--- config.mk ---
export PLATFORM = sky130hd
export DESIGN_NAME = axis_maxpool_unpad_serializer
export DESIGN_NICKNAME = d
export VERILOG_FILES = /design/src/rtl/axis_maxpool_unpad_serializer.sv
export SDC_FILE = /design/constraint.sdc
export NUM_CORES = 1
export LEC_CHECK = 0
export ABC_AREA = 1
export BUFFER_PORTS_ARGS = -buffer_cell sky130_fd_sc_hd__clkbuf_2
export CORE_ASPECT_RATIO = 1.2
export CORE_MARGIN = 1
export CORE_UTILIZATION = 53
export DETAILED_ROUTE_END_ITERATION = 7
export PLACE_DENSITY = 0.8
export SYNTH_ARGS = -nofsm -noshare
export SYNTH_HDL_FRONTEND = slang
export SYNTH_SLANG_ARGS = --single-unit
--- constraint.sdc ---
create_clock -name aclk -period 16.6 [get_ports aclk]
set_input_delay 0.83 -clock aclk [delete_from_list [all_inputs] [get_ports aclk]]
set_output_delay 0.83 -clock aclk [all_outputs]
set_load 0.05 [all_outputs]
--- src/rtl/axis_maxpool_unpad_serializer.sv ---
// rtl/axis_maxpool_unpad_serializer.sv - strips edge padding from a wide maxpool beat
// and serializes the surviving words onto a narrow AXI-stream, dropping all-zero-keep chunks.
module axis_maxpool_unpad_serializer #(
  parameter int UNITS        = 8,
  parameter int GROUPS       = 2,
  parameter int WORD_WIDTH   = 8,
  parameter int KERNEL_H_MAX = 3,
  parameter int OUT_WORDS    = 4
) (
  input  logic                                                  aclk,
  input  logic                                                  areset,
  input  logic                                                  s_axis_tvalid,
  output logic                                                  s_axis_tready,
  input  logic [2*GROUPS*(UNITS+KERNEL_H_MAX-1)*WORD_WIDTH-1:0] s_axis_tdata,
  input  logic [2*GROUPS*(UNITS+KERNEL_H_MAX-1)-1:0]            s_axis_tkeep,
  input  logic                                                  s_axis_tlast,
  output logic                                                  m_axis_tvalid,
  input  logic                                                  m_axis_tready,
  output logic [OUT_WORDS*WORD_WIDTH-1:0]                       m_axis_tdata,
  output logic [OUT_WORDS-1:0]                                  m_axis_tkeep,
  output logic                                                  m_axis_tlast
);

  localparam int UE     = UNITS + KERNEL_H_MAX - 1;
  localparam int HALF   = KERNEL_H_MAX / 2;
  localparam int N      = 2 * GROUPS * UNITS;
  localparam int CHUNKS = N / OUT_WORDS;
  localparam int CW     = OUT_WORDS * WORD_WIDTH;
  localparam int CNT_W  = (CHUNKS > 1) ? $clog2(CHUNKS) : 1;
  localparam int PADS   = 2 * GROUPS * 2 * HALF;

  localparam logic [0:0] IDLE = 1'b0;
  localparam logic [0:0] SEND = 1'b1;

  logic [0:0]              state_q, state_d;
  logic [CNT_W-1:0]        cnt_q, cnt_d;
  logic [N*WORD_WIDTH-1:0] data_q, data_d;
  logic [N-1:0]            keep_q, keep_d;
  logic                    last_q, last_d;

  logic [N*WORD_WIDTH-1:0]        strip_data;
  logic [N-1:0]                   strip_keep;
  logic [PADS*(WORD_WIDTH+1)-1:0] pad_bits;
  logic                           unused_pad;

  // Stripping is pure wiring; padding words and their keep bits never reach the holding register.
  for (genvar gc = 0; gc < 2; gc++) begin : g_copy
    for (genvar gg = 0; gg < GROUPS; gg++) begin : g_group
      for (genvar gu = 0; gu < UNITS; gu++) begin : g_unit
        localparam int K = gc*GROUPS*UNITS + gg*UNITS + gu;
        localparam int F = gc*GROUPS*UE + gg*UE + gu + HALF;
        assign strip_data[K*WORD_WIDTH +: WORD_WIDTH] = s_axis_tdata[F*WORD_WIDTH +: WORD_WIDTH];
        assign strip_keep[K] = s_axis_tkeep[F];
      end
      for (genvar gp = 0; gp < HALF; gp++) begin : g_pad
        localparam int B  = ((gc*GROUPS + gg)*HALF + gp) * 2;
        localparam int FL = gc*GROUPS*UE + gg*UE + gp;
        localparam int FH = gc*GROUPS*UE + gg*UE + UNITS + HALF + gp;
        assign pad_bits[B*(WORD_WIDTH+1) +: WORD_WIDTH+1] =
          {s_axis_tkeep[FL], s_axis_tdata[FL*WORD_WIDTH +: WORD_WIDTH]};
        assign pad_bits[(B+1)*(WORD_WIDTH+1) +: WORD_WIDTH+1] =
          {s_axis_tkeep[FH], s_axis_tdata[FH*WORD_WIDTH +: WORD_WIDTH]};
      end
    end
  end
  assign unused_pad = ^pad_bits;

  logic [CW-1:0]        chunk_data;
  logic [OUT_WORDS-1:0] chunk_keep;
  logic                 in_send, last_chunk, emit, advance, load;

  always_comb begin
    chunk_data = '0;
    chunk_keep = '0;
    for (int j = 0; j < CHUNKS; j++) begin
      if (cnt_q == CNT_W'(j)) begin
        chunk_data = data_q[j*CW +: CW];
        chunk_keep = keep_q[j*OUT_WORDS +: OUT_WORDS];
      end
    end
  end

  assign in_send    = (state_q == SEND);
  assign last_chunk = (cnt_q == CNT_W'(CHUNKS-1));
  // The closing chunk of a tlast beat is forced out so the packet boundary survives.
  assign emit       = (|chunk_keep) || (last_chunk && last_q);
  assign advance    = in_send && (!emit || m_axis_tready);
  assign load       = s_axis_tvalid && s_axis_tready;

  assign s_axis_tready = !areset && (!in_send || (advance && last_chunk));
  assign m_axis_tvalid = in_send && emit;
  assign m_axis_tkeep  = in_send ? chunk_keep : '0;
  assign m_axis_tlast  = in_send && last_q && last_chunk;

  always_comb begin
    m_axis_tdata = '0;
    for (int i = 0; i < OUT_WORDS; i++) begin
      if (in_send && chunk_keep[i]) begin
        m_axis_tdata[i*WORD_WIDTH +: WORD_WIDTH] = chunk_data[i*WORD_WIDTH +: WORD_WIDTH];
      end
    end
  end

  always_comb begin
    state_d = state_q;
    cnt_d   = cnt_q;
    data_d  = data_q;
    keep_d  = keep_q;
    last_d  = last_q;
    if (advance) begin
      if (last_chunk) begin
        state_d = IDLE;
        cnt_d   = '0;
      end else begin
        cnt_d = cnt_q + CNT_W'(1);
      end
    end
    if (load) begin
      state_d = SEND;
      cnt_d   = '0;
      data_d  = strip_data;
      keep_d  = strip_keep;
      last_d  = s_axis_tlast;
    end
  end

  always_ff @(posedge aclk or posedge areset) begin
    if (areset) begin
      state_q <= IDLE;
      cnt_q   <= '0;
      data_q  <= '0;
      keep_q  <= '0;
      last_q  <= 1'b0;
    end else begin
      state_q <= state_d;
      cnt_q   <= cnt_d;
      data_q  <= data_d;
      keep_q  <= keep_d;
      last_q  <= last_d;
    end
  end

endmodule

==> impl_results.md <==
- Result of the run: finished, final reports clean
- Peak fanout along the critical path: 120
- Initial cell density of the core: 0.538
- Final estimated routing congestion in global placement: 0.907
- Relative area change from synthesis to final layout: 16.3%
- Number of gates resized after CTS: 0
- Proportion of layout cells with a drive suffix above 1: 0.197
- Total track usage: 0.324
- Area after detailed placement: 16400 um2
- Minimum setup slack after placement: 10.85 ns
- Fin crit period: 5.81 ns
- Min-Delay Path Class: in2async
- R2r endpoint: data_q[72]$_DFFE_PP0P_
- Required time worst endpoint: approximately 17 ns
- Wire length per cell: ~19 um
- Count of buffers added by post-CTS timing repair for setup: 0
- Area of all sequential standard cells: 7330 um2
- 1st-iter DRT viols: 1681
- DP HPWL: 31.6 mm
- CP Data Arrival Time: 6.25 ns
- Vias after detailed routing: 14509
- Max-slew violation count: 0
- Transition at the pin with the smallest max-transition slack: 1.22 ns
- Worst setup margin: 10.79 ns
- Clk root buf: sky130_fd_sc_hd__clkbuf_16
- Final TNS setup: 0 ns
- Minimum setup slack among reg-to-reg paths: 10.79 ns
- First-pass GRT wire length: 72.1 mm
- Post-route total power: roughly 3.7 mW
- Maximum number of pins on one net before global-route repair: 217
- # port buffers: 331
- Average footprint of a synthesized cell: 7.93 um2
- Number of flops mapped to enable cells by yosys: 0
- Number of global-route vias before repair: roughly 13000
- Launching point of the worst reg2reg path: cnt_q[2]$_DFFE_PP0P_
- # H-tree levels: 1
- Maximum ir drop on the vdd rail: 0.000154 V
- Maximum capacitance violations: 0
- Net count reported at finish: between 2000 and 2500
- Crit. End Element: flip-flop
- CTS clk-pin slew, worst paths: around 0.060 ns
- GRT Residual Overflow: 0
- Worst Clk Skew: 0.00867 ns
- Number of buffers added to fix hold violations after cts: 0
- Final period util: 0.350
- Unrepaired setup endpoints after global routing: no
- Worst-case clock buffer depth: 3
- Antenna Diode Count: 0
- Number of sinks handled by clock tree synthesis: 293
- Largest area contributor in the synthesized netlist: sky130_fd_sc_hd__dfrtp_1
- Total of flip-flops plus latches after synthesis: approximately 290
- Number of remaining DRC errors: 0
- Setup violation total in the final timing report: 0
- Horizontal die dimension: 155 um
- Final design utilization: 0.626
- Total count of hold-check failures in the final report: 0
- Number of different library cells in the post-synthesis netlist: 30
- Max-Slew Margin vs Limit: 0.185
- Number of fill cells in the layout: 2530
- Synthesized net count: 2261
- Multi-input gate area: 6620 um2
- Number of nets with antenna violations after detailed routing: 0
- Design area: around 17000 um2
- Y dimension of the die: 186 um
- Most common flop cell mapped by yosys: sky130_fd_sc_hd__dfrtp_1
- Via/cell ratio: 5.83
- Ratio of total power to cell area: 211 nW/um2
- Kind of start point of the critical path: flip-flop
- First-pass iteration count of the detailed router: 5
- Std cell rows: 67
- Overall die area: about 29000 um2
- Startpoint-to-endpoint class of the critical path: reg2reg
- Share of the yosys chip area belonging to registers: 0.489
- Area fraction of the dominant cell type after synthesis: 0.489
- Sum of routed wire length over all layers: 46.8 mm
- I/O pin count: 404
- Initial antenna violation count: 0
- Fraction of synthesis flops using an asynchronous set or reset pin: 1.00
- Number of CTS-inserted buffers: 30
- Largest cells by area after synthesis: sky130_fd_sc_hd__dfrtp_1 49%, sky130_fd_sc_hd__nand2_1 19%, sky130_fd_sc_hd__nand4_1 12%
- TritonCTS clock tree: done
- Yosys warning total: 0
- Top achievable clock speed: between 150 and 200 MHz
- Insertion delay of the later-clocked pin in the worst-skew pair: 0.55 ns
- Post-synthesis instance total: 1890
- Static leakage power: 9.19 nW
- Synthesized cell area: 15000 um2
- Core outline area: 27800 um2
- Depth of the worst register-to-register path: 20
## layout by cell type (no fill, tap or decap), types with 2 or more instances in the layout
cell type / count
sky130_fd_sc_hd__bufinv_16: 3
sky130_fd_sc_hd__buf_4: 15
sky130_fd_sc_hd__a211oi_1: 32
sky130_fd_sc_hd__clkbuf_8: 11
sky130_fd_sc_hd__nor2_1: 70
sky130_fd_sc_hd__clkinv_2: 5
sky130_fd_sc_hd__inv_2: 6
sky130_fd_sc_hd__clkbuf_2: 330
sky130_fd_sc_hd__inv_1: 25
sky130_fd_sc_hd__o21ai_0: 53
sky130_fd_sc_hd__or2_0: 2
sky130_fd_sc_hd__o221ai_1: 4
sky130_fd_sc_hd__clkbuf_16: 31
sky130_fd_sc_hd__nand3_1: 50
sky130_fd_sc_hd__clkbuf_1: 4
sky130_fd_sc_hd__nand2_1: 752
sky130_fd_sc_hd__nand4_1: 289
sky130_fd_sc_hd__dfrtp_1: 293
sky130_fd_sc_hd__ha_1: 5
sky130_fd_sc_hd__nand2_2: 3
sky130_fd_sc_hd__a31oi_1: 12
sky130_fd_sc_hd__o211ai_1: 63
sky130_fd_sc_hd__a22oi_1: 7
sky130_fd_sc_hd__a21oi_1: 30
## metal layers
layer  up-vias  GRT usage  share of wire  wire (um)
met2       690      0.504           0.46      21500
met5         -          0              0          0
li1       6875          -              -          -
met4         0      0.154          0.049       2280
met3       102     0.0510          0.085       3990
met1      6842      0.446           0.41      19100
## flip-flops by register name, summed over array words and instances, names as in the netlist
register,count
last_q,1
keep_q,32
in_send,1
cnt_q,3
data_q,256
## critical path, stage by stage, from the launching register on
cell,delay (ns)
sky130_fd_sc_hd__dfrtp_1,0.51
sky130_fd_sc_hd__inv_4,0.25
sky130_fd_sc_hd__ha_2,0.85
sky130_fd_sc_hd__inv_2,0.47
sky130_fd_sc_hd__o21ai_0,0.20
sky130_fd_sc_hd__inv_1,0.06
sky130_fd_sc_hd__nand2_1,0.10
sky130_fd_sc_hd__nand2_1,0.08
sky130_fd_sc_hd__nand2_1,0.06
sky130_fd_sc_hd__nand2_1,0.05
sky130_fd_sc_hd__nand2_1,0.08
sky130_fd_sc_hd__nand3_1,0.07
sky130_fd_sc_hd__nor2_1,0.15
sky130_fd_sc_hd__nand3_1,0.14
sky130_fd_sc_hd__nand2_2,0.12
sky130_fd_sc_hd__nand2_2,0.10
sky130_fd_sc_hd__nand2_8,0.53
sky130_fd_sc_hd__nand3_4,0.74
sky130_fd_sc_hd__buf_4,0.75
sky130_fd_sc_hd__nand2_1,0.22
sky130_fd_sc_hd__nand2_1,0.06
## metrics by stage
step / hold WS [ns] / cells
final: 0.420 / 2487
after detailed placement: 0.453 / 2432
after global routing: 0.484 / 2487
after global placement: 0.448 / 2432
after CTS: 0.460 / 2487
after floorplan: 0.434 / 1890
## area by class of cell
type,count,share of cell area
clock buffer,46,0.0541
clock inverter,9,0.00704
inverter,33,0.00768
multi-input combinational,1380,0.380
sequential,293,0.421
tap,379,0.0272
timing repair buffer,347,0.103
## power breakdown
group / internal [mW] / switching, mW
Clock: 0.435 / 0.285
Sequential: 1.05 / 0.184
Combinational: 0.463 / 1.26
Total: 1.94 / 1.72
## worst max-delay path by stage
stage	from	endpoint	slack, ns	cells past startpoint
finish	cnt_q[2]$_DFFE_PP0P_	data_q[72]$_DFFE_PP0P_	10.79	20
global route	cnt_q[2]$_DFFE_PP0P_	data_q[124]$_DFFE_PP0P_	10.28	18
CTS	cnt_q[2]$_DFFE_PP0P_	data_q[67]$_DFFE_PP0P_	10.81	20
detailed placement	cnt_q[2]$_DFFE_PP0P_	data_q[25]$_DFFE_PP0P_	10.85	18
global placement	cnt_q[2]$_DFFE_PP0P_	data_q[112]$_DFFE_PP0P_	10.94	18
floorplan	areset	cnt_q[0]$_DFFE_PP0P_	3.69	3
## logic make-up after synthesis
logic type,after synthesis,synth area share
AND/OR/NAND/NOR,1171,0.348
flip-flops,293,0.489
buffers and inverters,217,0.0702
AO/OA/AOI/OAI,203,0.0870
adder cells (fa/ha/maj),6,0.00501
## cells in the mapped netlist, types with 2 or more instances
master,count
sky130_fd_sc_hd__buf_4,3
sky130_fd_sc_hd__ha_1,6
sky130_fd_sc_hd__a22oi_1,7
sky130_fd_sc_hd__buf_6,21
sky130_fd_sc_hd__nand3_1,50
sky130_fd_sc_hd__nand4_1,289
sky130_fd_sc_hd__a31oi_1,12
sky130_fd_sc_hd__nand2_2,3
sky130_fd_sc_hd__o221ai_1,4
sky130_fd_sc_hd__inv_2,6
sky130_fd_sc_hd__o211ai_1,63
sky130_fd_sc_hd__dfrtp_1,293
sky130_fd_sc_hd__nor2_1,70
sky130_fd_sc_hd__clkbuf_1,107
sky130_fd_sc_hd__nand2_1,753
sky130_fd_sc_hd__or2_0,2
sky130_fd_sc_hd__buf_1,8
sky130_fd_sc_hd__a21oi_1,30
sky130_fd_sc_hd__a211oi_1,32
sky130_fd_sc_hd__buf_2,44
sky130_fd_sc_hd__inv_1,26
sky130_fd_sc_hd__o21ai_0,53
Power figures use the tool's default switching activity.
